<file path="src/rtl/mux_tree_pkg.sv">
// Shared constants and elaboration-time helpers for the pipelined mux tree.
// The flattened tree buses in mux_tree_pipe are laid out level by level;
// the offset helpers below locate each level inside those buses.
package mux_tree_pkg;

    localparam int COUNT_W = 32;

    // Tree depth, never less than one level even for degenerate input counts.
    function automatic int level_count(input int n);
        return (n < 2) ? 1 : $clog2(n);
    endfunction

    // Word offset of level k inside the flattened data bus (level 0 = inputs).
    function automatic int word_off(input int n, input int k);
        return 2 * n - 2 * (n >> k);
    endfunction

    // Bit offset of level k inside the flattened select bus; level k carries
    // l-k select bits.
    function automatic int sel_off(input int l, input int k);
        return k * l - (k * (k - 1)) / 2;
    endfunction

    // Width of the select bits a stage passes on; a one-bit pad is used for
    // the last stage, which has nothing left to pass on.
    function automatic int sel_out_w(input int w);
        return (w > 1) ? w - 1 : 1;
    endfunction

endpackage

</file>
<file path="src/rtl/mux_tree_stage.sv">
// One level of the mux tree: halves the word count using the lowest select
// bit, then registers the surviving words, the remaining select bits and a
// valid flag behind a valid/ready handshake.
module mux_tree_stage
    import mux_tree_pkg::*;
#(
    parameter int IN_WORDS = 2,
    parameter int WIDTH    = 8,
    parameter int SEL_W    = 1
) (
    input  logic                              clk,
    input  logic                              rst,
    input  logic [IN_WORDS*WIDTH-1:0]         in_data,
    input  logic [SEL_W-1:0]                  in_sel,
    input  logic                              in_valid,
    output logic                              in_ready,
    output logic [(IN_WORDS/2)*WIDTH-1:0]     out_data,
    output logic [sel_out_w(SEL_W)-1:0]       out_sel,
    output logic                              out_valid,
    input  logic                              out_ready
);

    localparam int OUT_WORDS = IN_WORDS / 2;
    localparam int OSEL_W    = sel_out_w(SEL_W);

    logic [OUT_WORDS*WIDTH-1:0] mux_w;
    logic [OUT_WORDS*WIDTH-1:0] data_q, data_d;
    logic [OSEL_W-1:0]          sel_next;
    logic [OSEL_W-1:0]          sel_q, sel_d;
    logic                       valid_q, valid_d;
    logic                       load;

    // The register may take a new value when it is empty or being drained
    // this cycle; an empty stage therefore fills even behind a stalled one.
    assign load     = !valid_q || out_ready;
    assign in_ready = load;

    // Select bits above the one consumed here travel along with the data.
    generate
        if (SEL_W > 1) begin : g_pass_sel
            assign sel_next = in_sel[SEL_W-1:1];
        end else begin : g_last_sel
            assign sel_next = '0;
        end
    endgenerate

    // Pairwise 2:1 selection: word j = sel[0] ? word(2j+1) : word(2j).
    always_comb begin
        mux_w = '0;
        for (int j = 0; j < OUT_WORDS; j++) begin
            mux_w[j*WIDTH +: WIDTH] = in_sel[0] ? in_data[(2*j+1)*WIDTH +: WIDTH]
                                                : in_data[(2*j)*WIDTH +: WIDTH];
        end
    end

    // Next-state: on load the valid flag follows the upstream valid, and the
    // payload is only refreshed when there is a real transaction to capture.
    always_comb begin
        valid_d = valid_q;
        data_d  = data_q;
        sel_d   = sel_q;
        if (load) begin
            valid_d = in_valid;
            if (in_valid) begin
                data_d = mux_w;
                sel_d  = sel_next;
            end
        end
    end

    // Pipeline register with synchronous reset that empties the stage.
    always_ff @(posedge clk) begin
        if (rst) begin
            valid_q <= 1'b0;
            data_q  <= '0;
            sel_q   <= '0;
        end else begin
            valid_q <= valid_d;
            data_q  <= data_d;
            sel_q   <= sel_d;
        end
    end

    assign out_data  = data_q;
    assign out_sel   = sel_q;
    assign out_valid = valid_q;

endmodule

</file>
<file path="src/rtl/mux_tree_pipe.sv">
// Parametrised N:1 multiplexer built as a chain of registered 2:1 levels with
// valid/ready backpressure; latency is one cycle per level.
// Optional accepted-output counter enabled by defining MUX_TREE_PIPE_COUNT_EN;
// without it out_count is constant zero.
module mux_tree_pipe
    import mux_tree_pkg::*;
#(
    parameter int N_IN   = 4,
    parameter int WIDTH  = 8,
    localparam int LEVELS = level_count(N_IN)
) (
    input  logic                  clk,
    input  logic                  rst,
    input  logic [N_IN*WIDTH-1:0] in_data,
    input  logic [LEVELS-1:0]     in_sel,
    input  logic                  in_valid,
    output logic                  in_ready,
    output logic [WIDTH-1:0]      out_data,
    output logic                  out_valid,
    input  logic                  out_ready,
    output logic [COUNT_W-1:0]    out_count
);

    // Level k occupies (N_IN >> k) words of the data bus and LEVELS-k bits of
    // the select bus; the final level is a single word with no select bits.
    localparam int DATA_BITS = (2 * N_IN - 1) * WIDTH;
    localparam int SEL_BITS  = (LEVELS * (LEVELS + 1)) / 2;

    wire [DATA_BITS-1:0] tree_data;
    wire [SEL_BITS-1:0]  tree_sel;
    wire [LEVELS:0]      tree_valid;
    wire [LEVELS:0]      tree_ready;
    wire                 sel_unused;

    assign tree_data[N_IN*WIDTH-1:0] = in_data;
    assign tree_sel[LEVELS-1:0]      = in_sel;
    assign tree_valid[0]             = in_valid;
    assign in_ready                  = tree_ready[0];
    assign tree_ready[LEVELS]        = out_ready;
    assign out_valid                 = tree_valid[LEVELS];
    assign out_data                  = tree_data[word_off(N_IN, LEVELS)*WIDTH +: WIDTH];

    generate
        for (genvar k = 0; k < LEVELS; k++) begin : g_level
            if (k < LEVELS - 1) begin : g_mid
                mux_tree_stage #(
                    .IN_WORDS (N_IN >> k),
                    .WIDTH    (WIDTH),
                    .SEL_W    (LEVELS - k)
                ) u_stage (
                    .clk       (clk),
                    .rst       (rst),
                    .in_data   (tree_data[word_off(N_IN, k)*WIDTH +: (N_IN >> k)*WIDTH]),
                    .in_sel    (tree_sel[sel_off(LEVELS, k) +: (LEVELS - k)]),
                    .in_valid  (tree_valid[k]),
                    .in_ready  (tree_ready[k]),
                    .out_data  (tree_data[word_off(N_IN, k+1)*WIDTH +: (N_IN >> (k+1))*WIDTH]),
                    .out_sel   (tree_sel[sel_off(LEVELS, k+1) +: (LEVELS - k - 1)]),
                    .out_valid (tree_valid[k+1]),
                    .out_ready (tree_ready[k+1])
                );
            end else begin : g_last
                mux_tree_stage #(
                    .IN_WORDS (N_IN >> k),
                    .WIDTH    (WIDTH),
                    .SEL_W    (LEVELS - k)
                ) u_stage (
                    .clk       (clk),
                    .rst       (rst),
                    .in_data   (tree_data[word_off(N_IN, k)*WIDTH +: (N_IN >> k)*WIDTH]),
                    .in_sel    (tree_sel[sel_off(LEVELS, k) +: (LEVELS - k)]),
                    .in_valid  (tree_valid[k]),
                    .in_ready  (tree_ready[k]),
                    .out_data  (tree_data[word_off(N_IN, k+1)*WIDTH +: WIDTH]),
                    .out_sel   (sel_unused),
                    .out_valid (tree_valid[k+1]),
                    .out_ready (tree_ready[k+1])
                );
            end
        end
    endgenerate

`ifdef MUX_TREE_PIPE_COUNT_EN
    logic [COUNT_W-1:0] count_q, count_d;

    // Count every word the consumer takes; wraps naturally at full scale.
    always_comb begin
        count_d = count_q;
        if (out_valid && out_ready) begin
            count_d = count_q + COUNT_W'(1);
        end
    end

    // Counter register, cleared with the rest of the pipeline.
    always_ff @(posedge clk) begin
        if (rst) begin
            count_q <= '0;
        end else begin
            count_q <= count_d;
        end
    end

    assign out_count = count_q;
`else
    assign out_count = '0;
`endif

endmodule

</file>
<file path="config.mk">
export PLATFORM = sky130hd
export DESIGN_NAME = mux_tree_pipe
export DESIGN_NICKNAME = d
export VERILOG_FILES = /design/src/rtl/mux_tree_pkg.sv /design/src/rtl/mux_tree_stage.sv /design/src/rtl/mux_tree_pipe.sv
export SDC_FILE = /design/constraint.sdc
export NUM_CORES = 1
export LEC_CHECK = 0
export ABC_AREA = 1
export BUFFER_PORTS_ARGS = -buffer_cell sky130_fd_sc_hd__buf_2
export CORE_ASPECT_RATIO = 1.5
export CORE_MARGIN = 2
export CORE_UTILIZATION = 46
export DETAILED_ROUTE_END_ITERATION = 7
export PLACE_DENSITY = 0.81
export SYNTH_ARGS = -nofsm -noshare
export SYNTH_HDL_FRONTEND = slang
export SYNTH_SLANG_ARGS = --single-unit
</file>
<file path="constraint.sdc">
create_clock -name clk -period 1.3 [get_ports clk]
set_input_delay 0 -clock clk [delete_from_list [all_inputs] [get_ports clk]]
set_output_delay 0 -clock clk [all_outputs]
set_load 0.01 [all_outputs]
</file>
==> flow_metrics.py, run 1 <==
metrics = {
    "clock_tree": {
        "cts_hold_buf": 1,
        "cts_made_buffers": 3,
        "clock_sinks": 27,
        "tritoncts": "yes",
        "clock_latency_ns": 0.27,
        "path_clk_slew_ns": 0.08,
        "htree_num_levels": 1,
        "cts_setup_buffers": 0,
        "cts_root_buf": "clkbuf_8",
        "cts_buffer_depth": 2,
        "post_cts_resized": 0,
    },
    "setup_path": {
        "crit_required_ns": 1.47,
        "r2r-end": "g_level[0].g_mid.u_stage.out_data[12]",
        "startpoint_type": "register",
        "worstPathMaxFanout": 33,
        "worst_path_max_delay_cell": "dfxtp_1",
        "reg2reg_from": "g_level[1].g_last.u_stage.out_valid",
        "startpoint": "g_level[1].g_last.u_stage.out_valid",
        "critPathBufInv": 0,
        "path_depth": 5,
        "crit_chain": "nand3_4 -> nand2_4 -> nand2_1 -> nand2_1 -> nor2_1",
        "critPathArrivalTime_ns": 1.31,
        "crit_family": "simple AND/OR/NAND/NOR gates",
        "endpoint_kind": "register",
        "crit_top_cell": "nand2_1",
        "r2r_setup_slack_ns": 0.16,
        "crit_type": "reg2reg",
        "r2r_cells": 5,
        "crit_path_end": "g_level[0].g_mid.u_stage.out_data[12]",
        "worst_path_largest_cell_delay_ns": 0.40,
    },
    "pwr": {
        "p_seq_share_pct": 52.3,
        "switching_share_pct": 28.6,
        "clkPwrFrac_pct": 26.4,
        "internal_power_uw": 1250,
        "finalPower_uw": 1750,
        "switchingPower_uw": 500,
        "ir_drop_v": 0.000639,
        "power_leakage_uw": 0.00106,
        "pwr-share-comb_pct": 21.4,
        "power.density_mw_per_mm2": 957,
    },
    "timing": {
        "finalHoldViolations": 0,
        "fin_crit_sh_pct": 87.7,
        "finalMaxSlewViolations": 0,
        "grt_setup_unrepaired": "no",
        "setup_violations": 0,
        "tns_ns": 0,
        "finClkSkew_ns": 0.00114,
        "finalCriticalPeriod_ns": 1.14,
        "clock.fmax_mhz": 877,
    },
    "placed_design": {
        "numPortBuffers": 47,
        "place_area_sq_mm": 0.00177,
        "gp_congestion": 0.737,
        "dpl.hpwl_mm": 2.02,
        "placedCellCount": 346,
    },
    "logic_synthesis": {
        "synth_most_common_cell": "nand2_1",
        "synth_seq_area_share_pct": 31.9,
        "syn_area_sq_mm": 0.00170,
        "synth_flop_cell": "dfxtp_1",
        "synth_area_leaders": "dfxtp_1 (32%), nand2_1 (15%), buf_4 (14%), nor2_1 (11%), inv_1 (9.1%)",
        "yosys-top-cells-count": "nand2_1 (67), nor2_1 (49), inv_1 (41), buf_4 (32), dfxtp_1 (27)",
        "synth_edf_count": 0,
        "ys_warn_count": 0,
        "synth-seq-cells": 27,
        "synth_top_area_cell": "dfxtp_1",
        "yosysTopAreaCellShare_pct": 31.9,
        "syn_inst": 267,
        "synth_area_per_cell_sq_um": 6.35,
        "async_reset_ff_share_pct": 0,
        "synthDistinctLibCells": 18,
    },
    "finish": {
        "n_antenna_cell": 0,
        "finalNetCount": 347,
        "drive_gt1_share_pct": 20.1,
        "design_area_sq_mm": 0.00183,
        "stdcell_count": 351,
        "fin_util_pct": 50.5,
        "syn2layout_area_growth_pct": 7.67,
    },
    "detailed_routing": {
        "ant_nets": 0,
        "drt_wl_total_mm": 2.72,
        "viasPerCell": 4.07,
        "drtIter0Drc": 27,
        "drc": 0,
        "via_count": 1430,
        "wl_per_cell_um": 7.75,
        "first_pass_iters": 4,
    },
    "grt": {
        "grt_pass1_vias": 1156,
        "globalRouteOverflowTotal": 0,
        "grt_pass1_wl_mm": 4.68,
        "grt.total_usage_pct": 14.4,
        "grt_max_degree": 34,
        "antenna_found_initial": 0,
    },
    "status": {
        "outcome": "complete, no violations",
    },
    "die": {
        "num_rows": 27,
        "core_sq_mm": 0.00361,
        "start_util_pct": 46.9,
        "die_y_um": 78.4,
        "dieArea_sq_mm": 0.00420,
        "fp.dieW_um": 53.6,
        "io_pins": 80,
    },
    "flow_run": {
        "maxCapViolCount": 0,
    },
    "min_path": {
        "hold_path_class": "in2reg",
    },
}
==> per-layer routing <==
layer | part of all wire (%) | vias up | wire length [um] | track usage [%]
met3 | 7.0 | 5 | 189 | 1.71
met1 | 46 | 567 | 1240 | 18.9
met4 | 2.2 | 0 | 61 | 7.95
met2 | 45 | 62 | 1230 | 22.2
li1 | - | 796 | - | -
met5 | 0 | - | 0 | 0
==> worst min-delay path: cells and delay by family <==
| family | cells | cell delay (ns) |
|---|---|---|
| buf+inv | 1 | 0.07 |
| simple gates | 3 | 0.21 |
==> final cells by class <==
class                           count  area, sq um
Tap cell                           43         53.8
Inverter                           42          158
Multi-Input combinational cell    186          777
Sequential cell                    27          541
Timing Repair Buffer               49          253
Clock buffer                        4         45.0
Fill cell                         391         1790
==> flip-flops by register name (all words and copies together), names as in the netlist <==
name,cells
g_level.g_mid.u_stage.out_data,16
g_level.g_last.u_stage.out_valid,1
g_level.g_mid.u_stage.out_valid,1
g_level.g_last.u_stage.out_data,8
g_level.g_mid.u_stage.out_sel,1
==> how the worst min path moves through the flow <==
stage | from | end | cells after the start
after floorplan | rst | g_level[0].g_mid.u_stage.out_valid | 1
after global placement | rst | g_level[0].g_mid.u_stage.out_valid | 2
after detailed placement | rst | g_level[0].g_mid.u_stage.out_valid | 2
after CTS | in_sel[1] | g_level[0].g_mid.u_stage.out_sel | 4
after global routing | in_valid | g_level[0].g_mid.u_stage.out_sel | 3
final | in_sel[1] | g_level[0].g_mid.u_stage.out_sel | 4
==> cell families after synthesis <==
group                  Yosys count  share of synthesized area, %
buffers and inverters           85                          29.2
other                            1                         0.221
DFF                             27                          31.9
and+or+nand+nor                127                          30.8
AOI/OAI and AO/OA               27                          7.96
==> power by group through the flow <==
stage | Sequential, uW | Combinational, uW | Clock (uW)
final | 913 | 374 | 460
after detailed placement | 933 | 371 | 0
after global routing | 921 | 441 | 511
after global placement | 931 | 367 | 0
after floorplan | 941 | 351 | 0
after CTS | 914 | 376 | 488
==> layout by cell type, fill, tap and decap left out, types with 3 or more instances in the layout <==
cell type,synthesis,final
clkbuf_8,0,3
conb_1,1,32
nand2_2,8,8
nor2_1,49,49
a21oi_1,3,3
o21ai_0,23,23
dfxtp_1,27,27
nand2_1,67,67
buf_2,5,47
inv_1,41,41
==> per-stage QoR <==
| stage | worst slack (ns) | hold WS [ns] |
|---|---|---|
| floorplan | 0.245 | 0.0691 |
| global placement | 0.215 | 0.203 |
| detailed placement | 0.164 | 0.208 |
| CTS | 0.150 | 0.0389 |
| global route | 0.0413 | 0.0670 |
| finish | 0.160 | 0.0390 |
Note: power is estimated with default switching activity, not from simulation.
==> run 2, diff against run 1 <==
Settings changed: ABC_AREA 1 to not set, CORE_UTILIZATION 46 to 45.
Clock period 1.3 ns to 1.1 ns, I/O delays scaled along.
==> run 2 against run 1 <==
  * Flip-flop and latch count did not move
  * Highest routed layer unchanged
  * Worst hold slack improved by 0.0066 ns
  * Critical endpoint is now g_level[0].g_mid.u_stage.out_data[14]
  * Clock power rose by 25%
  * Sequential share of layout area rose by 0.096 points
==> flow_metrics.py, run 2 <==
metrics = {
    "grt": {
        "grt_pass1_wl_mm": 4.71,
        "antenna_found_initial": 0,
        "grt.total_usage_pct": 15.3,
        "globalRouteOverflowTotal": 0,
        "grt_pass1_vias": 1050,
        "grt_max_degree": 17,
    },
    "timing": {
        "setup_slack_ns": 0.0227,
        "fin_crit_sh_pct": 97.9,
        "finalCriticalPeriod_ns": 1.08,
        "timing.hold.ws_ns": 0.0456,
        "finClkSkew_ns": 0.00171,
        "setup_violations": 0,
        "finalMaxSlewViolations": 0,
        "finalHoldViolations": 0,
        "clock.fmax_mhz": 928,
        "grt_setup_unrepaired": "yes",
    },
    "status": {
        "outcome": "complete, no violations",
    },
    "min_path": {
        "hold_path_class": "in2reg",
    },
    "clock_tree": {
        "clock_sinks": 27,
        "cts_root_buf": "clkbuf_8",
        "cts_setup_buffers": 0,
        "tritoncts": "yes",
        "cts_buffer_depth": 2,
        "clock_latency_ns": 0.27,
        "path_clk_slew_ns": 0.09,
        "htree_num_levels": 1,
        "cts_made_buffers": 3,
    },
    "detailed_routing": {
        "wl_per_cell_um": 12.8,
        "drc": 0,
        "first_pass_iters": 4,
        "via_count": 1212,
        "drt_wl_total_mm": 3.18,
        "drtIter0Drc": 9,
        "viasPerCell": 4.87,
        "ant_nets": 0,
    },
    "setup_path": {
        "startpoint_type": "register",
        "endpoint_kind": "register",
        "crit_family": "flip-flops",
        "crit_required_ns": 1.30,
        "critPathArrivalTime_ns": 1.27,
        "crit_chain": "nand3b_1 -> and2_4 -> buf_4 -> a211oi_1",
        "crit_type": "reg2reg",
        "critPathBufInv": 1,
        "worst_path_max_delay_cell": "dfxtp_2",
        "worstPathMaxFanout": 5,
        "worst_path_largest_cell_delay_ns": 0.34,
    },
    "logic_synthesis": {
        "syn_area_sq_mm": 0.00158,
        "syn_inst": 158,
        "yosysTopAreaCellShare_pct": 34.3,
        "yosys-top-cells-count": "buf_4 (34), a21oi_1 (27), dfxtp_1 (27), mux2i_1 (24), a211oi_2 (18)",
        "synth-seq-cells": 27,
        "synth_most_common_cell": "buf_4",
        "synth_top_area_cell": "dfxtp_1",
        "synth_edf_count": 0,
        "synth_flop_cell": "dfxtp_1",
        "synthDistinctLibCells": 16,
        "synth_area_leaders": "dfxtp_1 (34%), buf_4 (16%), mux2i_1 (15%), a211oi_2 (14%), a21oi_1 (8.6%)",
        "synth_seq_area_share_pct": 34.3,
        "async_reset_ff_share_pct": 0,
        "ys_warn_count": 0,
        "synth_area_per_cell_sq_um": 9.98,
    },
    "finish": {
        "syn2layout_area_growth_pct": 16.0,
        "n_antenna_cell": 0,
        "fill_cells": 333,
        "drive_gt1_share_pct": 43.5,
        "design_area_sq_mm": 0.00183,
        "largest_reg_flops": 16,
        "mostFrequentLayoutCells": "buf_2 (47), conb_1 (32), a21oi_1 (27), dfxtp_1 (25), mux2i_1 (24)",
        "finalNetCount": 246,
        "final_common_cell": "buf_2",
    },
    "pwr": {
        "pwr-share-comb_pct": 22.4,
        "switchingPower_uw": 619,
        "ir_drop_v": 0.000715,
        "clkPwrFrac_pct": 26.7,
        "power_leakage_uw": 0.000836,
        "internal_power_uw": 1530,
        "p_seq_share_pct": 50.8,
        "power.density_mw_per_mm2": 1170,
        "switching_share_pct": 28.9,
    },
    "die": {
        "dieArea_sq_mm": 0.00400,
        "start_util_pct": 46.6,
        "core_sq_mm": 0.00338,
        "num_rows": 26,
        "die_y_um": 76.5,
        "io_pins": 80,
        "fp.dieW_um": 52.3,
    },
    "placed_design": {
        "place_area_sq_mm": 0.00175,
        "numPortBuffers": 47,
        "preCtsSetupSlack_ns": -0.0121,
        "dpl.hpwl_mm": 2.46,
        "gp_congestion": 0.715,
    },
    "flow_run": {
        "maxCapViolCount": 0,
    },
}
[run 2: power groups by stage]
stage                     Clock, uW  Combinational (uW)  Sequential (uW)
after floorplan                   0                 402             1110
after global placement            0                 464             1110
after detailed placement          0                 470             1110
after CTS                       574                 478             1090
after global routing            608                 528             1100
final                           573                 481             1090
[run 2: per-stage QoR]
| step | setup TNS (ns) | instances | utilization, % | power, uW |
|---|---|---|---|---|
| after global placement | 0 | 244 | 51.8 | 1570 |
| after floorplan | 0 | 189 | - | 1510 |
| final | 0 | 249 | 54.1 | 2140 |
| after detailed placement | -0.0121 | 244 | 51.8 | 1580 |
| after global routing | -0.202 | 249 | 54.1 | 2230 |
| after CTS | 0 | 249 | 53.7 | 2140 |
[run 2: cell families after synthesis]
kind of cell           Yosys count  synth area share, %
other                            1                0.238
DFF                             27                 34.3
muxes                           24                 15.2
AOI/OAI and AO/OA               52                 26.3
and+or+nand+nor                  5                 1.98
buffers and inverters           49                 21.9
[run 2: layout make-up]
cell class / instances / area, sq um / area share, %
Tap cell: 42 / 52.6 / 2.87
Clock buffer: 4 / 45.0 / 2.46
Multi-Input combinational cell: 113 / 826 / 45.1
Inverter: 2 / 7.51 / 0.410
Sequential cell: 27 / 543 / 29.7
Timing Repair Buffer: 61 / 355 / 19.4
[run 2: metal layers]
layer	vias up	global-route usage (%)	wire length, um
met5	-	0	0
met4	0	6.92	67
met2	52	25.0	1680
met3	7	2.35	180
li1	596	-	-
met1	557	19.2	1250
[run 2: timing repair]
item | CTS | global route
hold buffers | 1 | 0
resized for setup | 3 | 3
endpoints found under the setup margin | 10 | 21
pin swaps | 1 | 0
cloned | 0 | 0
hold endpoints to repair | 1 | 0
[run 2: tightest hold or removal path, delay by kind of cell]
kind            cells  cell delay [ns]
buf+inv             2             0.23
compound gates      1             0.05
[run 2: final timing paths]
kind / depth (start not counted) / slack, ns / endpoint / startpoint
setup / recovery: 4 / 0.02 / g_level[0].g_mid.u_stage.out_data[14] / g_level[0].g_mid.u_stage.out_valid
hold / removal: 3 / 0.05 / g_level[0].g_mid.u_stage.out_valid / in_valid
setup reg to reg: 4 / 0.02 / g_level[0].g_mid.u_stage.out_data[14] / g_level[0].g_mid.u_stage.out_valid
hold reg to reg: 2 / 0.55 / g_level[0].g_mid.u_stage.out_data[0] / g_level[0].g_mid.u_stage.out_data[0]
==> run 3, diff against run 2 <==
Settings changed: CORE_UTILIZATION 45 to 49, PLACE_DENSITY 0.81 to 0.87.
Clock period 1.1 ns to 1.3 ns, I/O delays scaled along.
==> run 3 against run 2 <==
  * Sequential power decreased by 15%
  * Fmax decreased by 8.6%
  * Power decreased by 16%
  * Critical path depth unchanged
  * Highest routed layer unchanged
==> flow_metrics.py, run 3 (synthesis gave the netlist of run 2 again) <==
metrics = {
    "status": {
        "outcome": "complete, no violations",
    },
    "detailed_routing": {
        "drt_wl_total_mm": 3.07,
        "first_pass_iters": 4,
        "via_count": 1204,
        "drtIter0Drc": 37,
        "wl_per_cell_um": 12.6,
        "ant_nets": 0,
        "viasPerCell": 4.95,
        "drc": 0,
    },
    "placed_design": {
        "numPortBuffers": 47,
        "preCtsSetupSlack_ns": 0.110,
        "gp_congestion": 0.814,
        "dpl.hpwl_mm": 2.42,
    },
    "timing": {
        "tns_ns": 0,
        "setup_slack_ns": 0.121,
        "finClkSkew_ns": 0.00607,
        "setup_violations": 0,
        "finalCriticalPeriod_ns": 1.18,
        "fin_crit_sh_pct": 90.7,
        "grt_setup_unrepaired": "no",
        "finalHoldViolations": 0,
        "finalMaxSlewViolations": 0,
        "clock.fmax_mhz": 848,
    },
    "setup_path": {
        "critPathArrivalTime_ns": 1.37,
        "crit_required_ns": 1.49,
        "worstPathMaxFanout": 16,
        "crit_chain": "nand3b_1 -> and2_1 -> buf_4 -> a211oi_1",
        "startpoint_type": "register",
        "worst_path_largest_cell_delay_ns": 0.36,
        "crit_type": "reg2reg",
        "worst_path_max_delay_cell": "dfxtp_1",
        "endpoint_kind": "register",
    },
    "min_path": {
        "hold_path_class": "in2reg",
    },
    "clock_tree": {
        "clock_latency_ns": 0.28,
        "path_clk_slew_ns": 0.09,
        "cts_root_buf": "clkbuf_8",
        "cts_buffer_depth": 2,
        "htree_num_levels": 1,
        "cts_made_buffers": 3,
        "clock_sinks": 27,
        "cts_setup_buffers": 0,
        "tritoncts": "yes",
    },
    "die": {
        "start_util_pct": 50.4,
        "io_pins": 80,
        "fp.dieW_um": 50.3,
        "dieArea_sq_mm": 0.00370,
        "core_sq_mm": 0.00313,
        "die_y_um": 73.5,
        "num_rows": 25,
    },
    "flow_run": {
        "maxCapViolCount": 0,
    },
    "grt": {
        "grt_pass1_vias": 1046,
        "grt_max_degree": 17,
        "grt.total_usage_pct": 16.8,
        "antenna_found_initial": 0,
        "globalRouteOverflowTotal": 0,
        "grt_pass1_wl_mm": 4.72,
    },
    "finish": {
        "drive_gt1_share_pct": 39.9,
        "mostFrequentLayoutCells": "buf_2 (47), conb_1 (32), a21oi_1 (27), dfxtp_1 (27), mux2i_1 (24)",
        "final_common_cell": "buf_2",
        "largest_reg_flops": 16,
        "syn2layout_area_growth_pct": 14.0,
        "finalNetCount": 242,
        "n_antenna_cell": 0,
    },
    "pwr": {
        "power_leakage_uw": 0.000815,
        "ir_drop_v": 0.000613,
        "power.density_mw_per_mm2": 1000,
    },
}
## run 3: worst paths after layout
check / end / slack [ns] / from / cells past startpoint
worst min register to register: g_level[0].g_mid.u_stage.out_data[15] / 0.53 / g_level[0].g_mid.u_stage.out_data[15] / 2
worst max register to register: g_level[0].g_mid.u_stage.out_data[14] / 0.12 / g_level[1].g_last.u_stage.out_valid / 4
worst min-delay path: g_level[0].g_mid.u_stage.out_data[2] / 0.06 / in_data[2] / 3
worst max-delay path: g_level[0].g_mid.u_stage.out_data[14] / 0.12 / g_level[1].g_last.u_stage.out_valid / 4
## run 3: where the power goes
part	switching [uW]	internal, uW
combinational	220	174
clock	264	218
sequential	33.6	889
total	518	1280
## run 3: layout make-up
cell class / instances / area, sq um
Sequential cell: 27 / 541
Clock buffer: 3 / 41.3
Tap cell: 40 / 50.0
Fill cell: 292 / 1330
Inverter: 2 / 7.51
Clock inverter: 1 / 7.51
Timing Repair Buffer: 57 / 338
Multi-Input combinational cell: 113 / 812
## run 3: layer usage
metal  global-route usage, %  vias to the layer above  wire [um]
met5                       0                        -          0
li1                        -                      591          -
met3                    2.64                        7        179
met2                    31.1                       51       1680
met4                    8.41                        0         74
met1                    18.3                      555       1130
## run 3: metrics by stage
step	instance area, sq um	util (%)	hold WS, ns	cells	total power (uW)
global placement	1730	55.4	0.258	238	1320
CTS	1790	57.3	0.0581	243	1800
finish	1800	57.4	0.0571	243	1800
floorplan	1690	-	0.147	189	1280
global route	1800	57.4	0.0723	243	1890
detailed placement	1730	55.4	0.257	238	1330
## run 3: repair_timing
item	in CTS	in global routing
setup endpoints to repair	0	1
hold buffers	1	0
gates resized for setup	0	1
endpoints found under the hold margin	1	0
## run 3: worst max-delay path, delay by kind of cell (launching register included)
family                 cells  cell delay, ns
flip-flops                 1            0.36
AND/OR/NAND/NOR            2            0.31
AO/OA/AOI/OAI              1            0.22
buffers and inverters      1            0.21
